--- src/rtl/hilo_mul_ctrl.sv ---
// hilo_mul_ctrl
// -------------
// Control and downstream stage for a pipelined unsigned 32x32 multiplier.
// It takes MULT/MULTU/MTHI/MTLO from the CPU datapath and registers the
// operand magnitudes into the multiplier. It then counts the multiplier
// latency, sign-corrects the 64-bit product for MULT, and commits the result
// to the architectural HI/LO registers. While a multiply is in flight, the
// CPU is stalled on any HI/LO access and on any new HI/LO-writing request.
//
// Ports
//   clk          clock, all state updates on the rising edge
//   reset        synchronous, active-high reset
//   op_mult      signed multiply request (rs*rt)
//   op_multu     unsigned multiply request (rs*rt)
//   op_mthi      write rs_data to HI
//   op_mtlo      write rs_data to LO
//   rd_hilo_req  current instruction reads HI or LO
//   rs_data      first operand
//   rt_data      second operand
//   mul_z        64-bit product from the pipelined multiplier
//   mul_a/mul_b  registered multiplier operands (unsigned magnitudes)
//   hi/lo        architectural HI/LO registers
//   busy         multiply in flight
//   stall        hold the issuing instruction
//   done         one-cycle pulse after HI/LO is written by a multiply
module hilo_mul_ctrl #(
  parameter int MUL_LAT = 5
) (
  input  logic        clk,
  input  logic        reset,
  input  logic        op_mult,
  input  logic        op_multu,
  input  logic        op_mthi,
  input  logic        op_mtlo,
  input  logic        rd_hilo_req,
  input  logic [31:0] rs_data,
  input  logic [31:0] rt_data,
  input  logic [63:0] mul_z,
  output logic [31:0] mul_a,
  output logic [31:0] mul_b,
  output logic [31:0] hi,
  output logic [31:0] lo,
  output logic        busy,
  output logic        stall,
  output logic        done
);

  localparam int CW = $clog2(MUL_LAT + 1);

  typedef enum logic {
    S_IDLE = 1'b0,
    S_WAIT = 1'b1
  } state_t;

  state_t        state_reg, state_next;
  logic [CW-1:0] cnt_reg, cnt_next;
  logic          neg_reg, neg_next;
  logic [31:0]   mul_a_reg, mul_a_next;
  logic [31:0]   mul_b_reg, mul_b_next;
  logic [31:0]   hi_reg, hi_next;
  logic [31:0]   lo_reg, lo_next;
  logic          done_reg, done_next;

  // Two's-complement magnitudes. |0x80000000| wraps to 0x80000000, which is
  // exactly 2^31 when read as unsigned, so no extra bit is needed.
  logic [31:0] rs_mag, rt_mag;
  assign rs_mag = rs_data[31] ? (~rs_data + 32'd1) : rs_data;
  assign rt_mag = rt_data[31] ? (~rt_data + 32'd1) : rt_data;

  // Sign-corrected product. Negating zero gives zero, and the largest
  // magnitude product (2^62) stays positive, so a plain 64-bit negate is
  // enough.
  logic [63:0] prod_fix;
  assign prod_fix = neg_reg ? (~mul_z + 64'd1) : mul_z;

  always_comb begin
    state_next = state_reg;
    cnt_next   = cnt_reg;
    neg_next   = neg_reg;
    mul_a_next = mul_a_reg;
    mul_b_next = mul_b_reg;
    hi_next    = hi_reg;
    lo_next    = lo_reg;
    done_next  = 1'b0;

    case (state_reg)
      S_IDLE: begin
        if (op_mult) begin
          mul_a_next = rs_mag;
          mul_b_next = rt_mag;
          neg_next   = rs_data[31] ^ rt_data[31];
          cnt_next   = CW'(MUL_LAT);
          state_next = S_WAIT;
        end else if (op_multu) begin
          mul_a_next = rs_data;
          mul_b_next = rt_data;
          neg_next   = 1'b0;
          cnt_next   = CW'(MUL_LAT);
          state_next = S_WAIT;
        end else begin
          // MTHI and MTLO may arrive together; both take rs_data.
          if (op_mthi) hi_next = rs_data;
          if (op_mtlo) lo_next = rs_data;
        end
      end

      S_WAIT: begin
        // Operands stay put so the multiplier pipeline sees stable inputs.
        if (cnt_reg != '0) begin
          cnt_next = cnt_reg - CW'(1);
        end else begin
          hi_next    = prod_fix[63:32];
          lo_next    = prod_fix[31:0];
          done_next  = 1'b1;
          state_next = S_IDLE;
        end
      end

      default: state_next = S_IDLE;
    endcase
  end

  always_ff @(posedge clk) begin
    if (reset) begin
      state_reg <= S_IDLE;
      cnt_reg   <= '0;
      neg_reg   <= 1'b0;
      mul_a_reg <= '0;
      mul_b_reg <= '0;
      hi_reg    <= '0;
      lo_reg    <= '0;
      done_reg  <= 1'b0;
    end else begin
      state_reg <= state_next;
      cnt_reg   <= cnt_next;
      neg_reg   <= neg_next;
      mul_a_reg <= mul_a_next;
      mul_b_reg <= mul_b_next;
      hi_reg    <= hi_next;
      lo_reg    <= lo_next;
      done_reg  <= done_next;
    end
  end

  assign busy  = (state_reg == S_WAIT);
  assign stall = busy & (rd_hilo_req | op_mult | op_multu | op_mthi | op_mtlo);
  assign mul_a = mul_a_reg;
  assign mul_b = mul_b_reg;
  assign hi    = hi_reg;
  assign lo    = lo_reg;
  assign done  = done_reg;

endmodule

--- config.mk ---
export PLATFORM = sky130hd
export DESIGN_NAME = hilo_mul_ctrl
export DESIGN_NICKNAME = d
export VERILOG_FILES = /design/src/rtl/hilo_mul_ctrl.sv
export SDC_FILE = /design/constraint.sdc
export NUM_CORES = 1
export LEC_CHECK = 0
export ABC_AREA = 0
export BUFFER_PORTS_ARGS = -buffer_cell sky130_fd_sc_hd__buf_2
export CAP_MARGIN = 20
export CORE_MARGIN = 3
export CORE_UTILIZATION = 52
export DETAILED_ROUTE_END_ITERATION = 10
export GPL_ROUTABILITY_DRIVEN = 0
export PLACE_DENSITY = 0.81
export REMOVE_ABC_BUFFERS = 1
export SYNTH_ARGS = -nofsm -noshare
export SYNTH_HDL_FRONTEND = slang
export SYNTH_SLANG_ARGS = --single-unit
--- constraint.sdc ---
create_clock -name clk -period 4.5 [get_ports clk]
set_input_delay 0.225 -clock clk [delete_from_list [all_inputs] [get_ports clk]]
set_output_delay 0.225 -clock clk [all_outputs]
set_load 0.01 [all_outputs]
-- After elaboration in Yosys (flattened, before gate mapping)
Index checks and enable logic that the tools add are counted.
- register bits after elaboration: 134
- bits in latches: 0
- memory bits (writable): 0
- bits in read-only memories: 0
- input bits: 135
- output and inout port bits: 131
- word-level logic and storage cells: 64
- memories: 0
- $add $sub $neg: 4
- multiply operators: 0
- div/mod/pow operators: 0
- $lt $le $gt $ge: 0
- equal/unequal tests: 7
- shift-type cells: 0
- mux-type cells: 28
- bitwise logic cells: 10
- reduce and logical (&&, ||, !) cells: 7
- operators by type and width (kind ; number):
    32-bit 2-to-1 mux ; 14
    32-bit case mux with 2 select lines ; 2
    32-bit by 1-bit adder with 32-bit output (second input constant) ; 2
    64-bit by 1-bit adder with 64-bit output (second input constant) ; 1
    64-bit 2-to-1 mux ; 1
    32-bit NOT ; 2
    64-bit NOT ; 1
    2-bit != test (second input constant) ; 5
    3-bit 2-to-1 mux ; 3
    4-bit AND reduction ; 2
    1-bit 2-to-1 mux ; 6
    3-bit case mux with 2 select lines ; 1
    1-bit OR ; 4
    2-bit AND reduction ; 2
    3-bit != test (second input constant) ; 1
    3-bit nonzero test ; 1
    3-bit by 1-bit subtractor with 3-bit output (second input constant) ; 1
    2-bit by 1-bit != test with 1-bit output (second input constant) ; 1
    1-bit case mux with 2 select lines ; 1
    2-bit nonzero test ; 1
    2-bit OR reduction ; 1
    1-bit bitwise AND ; 1
    1-bit NOT ; 1
    1-bit bitwise XOR ; 1

-- Longest topological paths before layout
- depth after elaboration: 5
- gate-level depth with buffers: 11
- mapped depth without buffers: 9

-- Least setup slack after synthesis
Ideal clock, no wire load.
- path type: in2reg
- from: input port mul_z[6]
- to: register hi_reg[31], in the netlist hi[31]
- setup time: 115 ps
- data arrival time: 3111 ps
- required time: 4385 ps
- slack: 1273 ps
- cell stages on the path: 8
- path buffers: 2
- path through: or4_4 > or4_4 > buf_6 > or4_4 > buf_6 > or4_4 > or4_1 > and3_1
- cells in the longest elaborated chain, start to end: 5
- RTL lines (what ; RTL line ; text):
    start, declared ; 38 ; input logic [63:0] mul_z,
    64-bit NOT ; 74 ; assign prod_fix = neg_reg ? (~mul_z + 64'd1) : mul_z;
    64-bit by 1-bit adder with 64-bit output ; 74 ;
    64-bit 2-to-1 mux ; 74 ;
    32-bit 2-to-1 mux ; 109 ; if (cnt_reg != '0) begin
    32-bit case mux with 2 select lines ; 86 ; case (state_reg)
    end signal, assigned ; 139 ; hi_reg <= hi_next;
    end, declared ; 60 ; logic [31:0] hi_reg, hi_next;
No other way between the ends. The select of a mux whose other input is x is not followed.
A chain may end at the register's enable or synchronous reset.

-- Worst setup path in the final report
- from: input port mul_z[12]
- to: register hi_reg[31], in the netlist hi[31]
The elaborated chain is that of the path after synthesis.

==> reports/qor.yml <==
outcome:
  status: "complete, no violations"
logic_synthesis:
  synthCells: 1089
  ys_ff_latch: 134
  syn-mean-instance-area_um2: 7.60
  synth_edf_count: 0
  syn_area_mm2: 0.00828
  synth_ff_type: "dfxtp_1"
  synth_top_area_cell: "dfxtp_1"
  seq_area_frac_synth: 0.324
  synthTopCellsByArea: "dfxtp_1, nor2_1, a211oi_1"
  synthDistinctLibCells: 59
  synth_top_area_frac: 0.324
  yosys_warnings: 0
  async_reset_ff_frac: 0
setup_path:
  endpoint_kind: "flip-flop"
  cp.required_ps: 4820
  worstPathArrival_ps: 3340
  cp_max_fo: 8
  path_class: "in2reg"
  r2r_slack_ps: 1610
  start_kind: "input port"
power:
  leakage_nw: 4.18
  power_w: 0.00372
  ir_drop_mv: 0.297
  power_density_mw_per_mm2: 363
layout:
  mostFrequentLayoutCell: "buf_2"
  fin_util: 0.668
  multi_input_area_mm2: 0.00522
  final_layout_size_suffix_gt1_frac: 0.259
  area_growth_pct: 24.0
  fill_cells: 1361
  regArea_mm2: 0.00269
  layout_common_cells: "buf_2, nor2_1, dfxtp_1, nand2_1, a211oi_1"
  final_net_count: 1445
sta:
  period_minus_slack_ps: 3020
  finalSetupViolCount: 0
  grt_setup_unrepaired: "no"
  slew_viol_final: 0
  fmax_mhz: 331
  worst_pin_slew_ps: 991
  timing.hold.ws_ps: 74.9
  fin_skew_ps: 6.70
  period_share: 0.672
  maxSlewHeadroom: 0.337
  fin_ws_ps: 1480
  hold_viol: 0
drt:
  ant_nets: 0
  drc_errors: 0
  vias_per_cell: 6.23
  dr.pass1.iters: 8
  vias: 9556
  wl_per_cell_um: 19.6
  routed_wl_um: 30000
  first_iter_violations: 984
cts:
  post-cts-setup-buffers: 0
  cts_tree: "done"
  cts_max_level: 4
  clk_transition_reported_paths_ps: 60
  cts_root_buffer: "clkbuf_16"
  cts_made_buffers: 17
  ctsHoldBuffers: 0
  numClockSinks: 134
  post_cts_resized: 0
  clk_latency_ps: 420
  clockBufferDepth: 2
global_route:
  grt_pass1_wl_um: 46500
  grt_max_degree: 71
  grt_pass1_vias: 8602
  antenna_found_initial: 3
  grt_util_all_layers: 0.329
  gr-total-overflow: 0
floorplanning:
  fp.coreArea_mm2: 0.0154
  start_util: 0.539
  die_area_mm2: 0.0175
  die_w_um: 132
  die_y_um: 132
  ios: 266
  core.rowCount: 45
placement:
  numPortBuffers: 265
  dp_hpwl_um: 21700
  dp_slack_ps: 1090
flow_run:
  maxCapViolCount: 0
hold_path:
  worstHoldPathType: "in2reg"
layout make-up:
type | instances | share of cell area
Clock buffer | 20 | 0.0445
Tap cell | 211 | 0.0257
Inverter | 20 | 0.00731
Antenna cell | 4 | 0.000975
Multi-Input combinational cell | 853 | 0.508
Sequential cell | 134 | 0.261
Timing Repair Buffer | 279 | 0.140
Clock inverter | 12 | 0.0124
final timing paths:
path                   start        end  cells after the start
hold reg to reg    mul_a[16]  mul_a[16]                      2
setup / recovery   mul_z[12]     hi[31]                      7
setup reg to reg  cnt_reg[0]      hi[1]                     11
hold / removal    rs_data[0]   mul_a[0]                      3
per-layer routing:
| metal | track usage | up-vias | share of wire |
|---|---|---|---|
| met2 | 0.509 | 630 | 0.45 |
| met5 | 0 | - | 0 |
| met1 | 0.424 | 4340 | 0.39 |
| met4 | 0.163 | 0 | 0.045 |
| li1 | - | 4472 | - |
| met3 | 0.0885 | 114 | 0.12 |
kinds of logic after synthesis:
family	synth area share
flops	0.324
xor+xnor	0.0910
buf+inv	0.0480
fa+ha+maj	0.00755
simple gates	0.266
compound gates	0.253
mux	0.0109
stage by stage:
step / instance area [um^2] / cells / TNS, ps
after detailed placement: 9680 / 1497 / 0
final: 10300 / 1533 / 0
after CTS: 10300 / 1529 / 0
after global placement: 9680 / 1497 / 0
after floorplan: 7960 / 1007 / -56090
after global routing: 10300 / 1532 / 0
cells in the mapped netlist, types with 3 or more instances:
library cell and n:
and3_1 14, o41ai_1 7, nor3_1 41, o211ai_1 20, clkbuf_1 70, and2_1 5, a2111oi_0 6, or4_2 3
or4_1 26, o22ai_1 10, dfxtp_1 134, nand4_1 3, a21oi_1 59, buf_1 10, o31ai_1 19, o21ai_0 56
nor4_1 23, a21boi_0 3, nand2_1 76, xor2_1 51, o311ai_0 5, nand3_1 16, or4_4 4, a21o_1 4
or3_2 3, mux2i_1 9, ha_1 5, nand2b_1 11, nor4b_1 4, or2_2 12, or3_1 27, a211oi_1 69
a31oi_1 15, o311a_1 3, xnor2_1 35, a221oi_1 8, a311oi_1 10, nor2_1 159, nor3b_1 7, inv_1 20
power by group:
group          leakage [nW]  internal (W)  switching, W
Sequential             1.11       0.00132     0.0000749
Combinational          2.79      0.000347      0.000588
Clock                 0.278      0.000842      0.000552
Total                  4.18       0.00251       0.00121
critical path: stages:
cell	delay (ps)
buf_2	110
or4_1	630
or4_1	620
or4_4	520
or4_4	540
or4_1	490
and3_1	200
No activity file was read; power rests on OpenSTA's default activity.
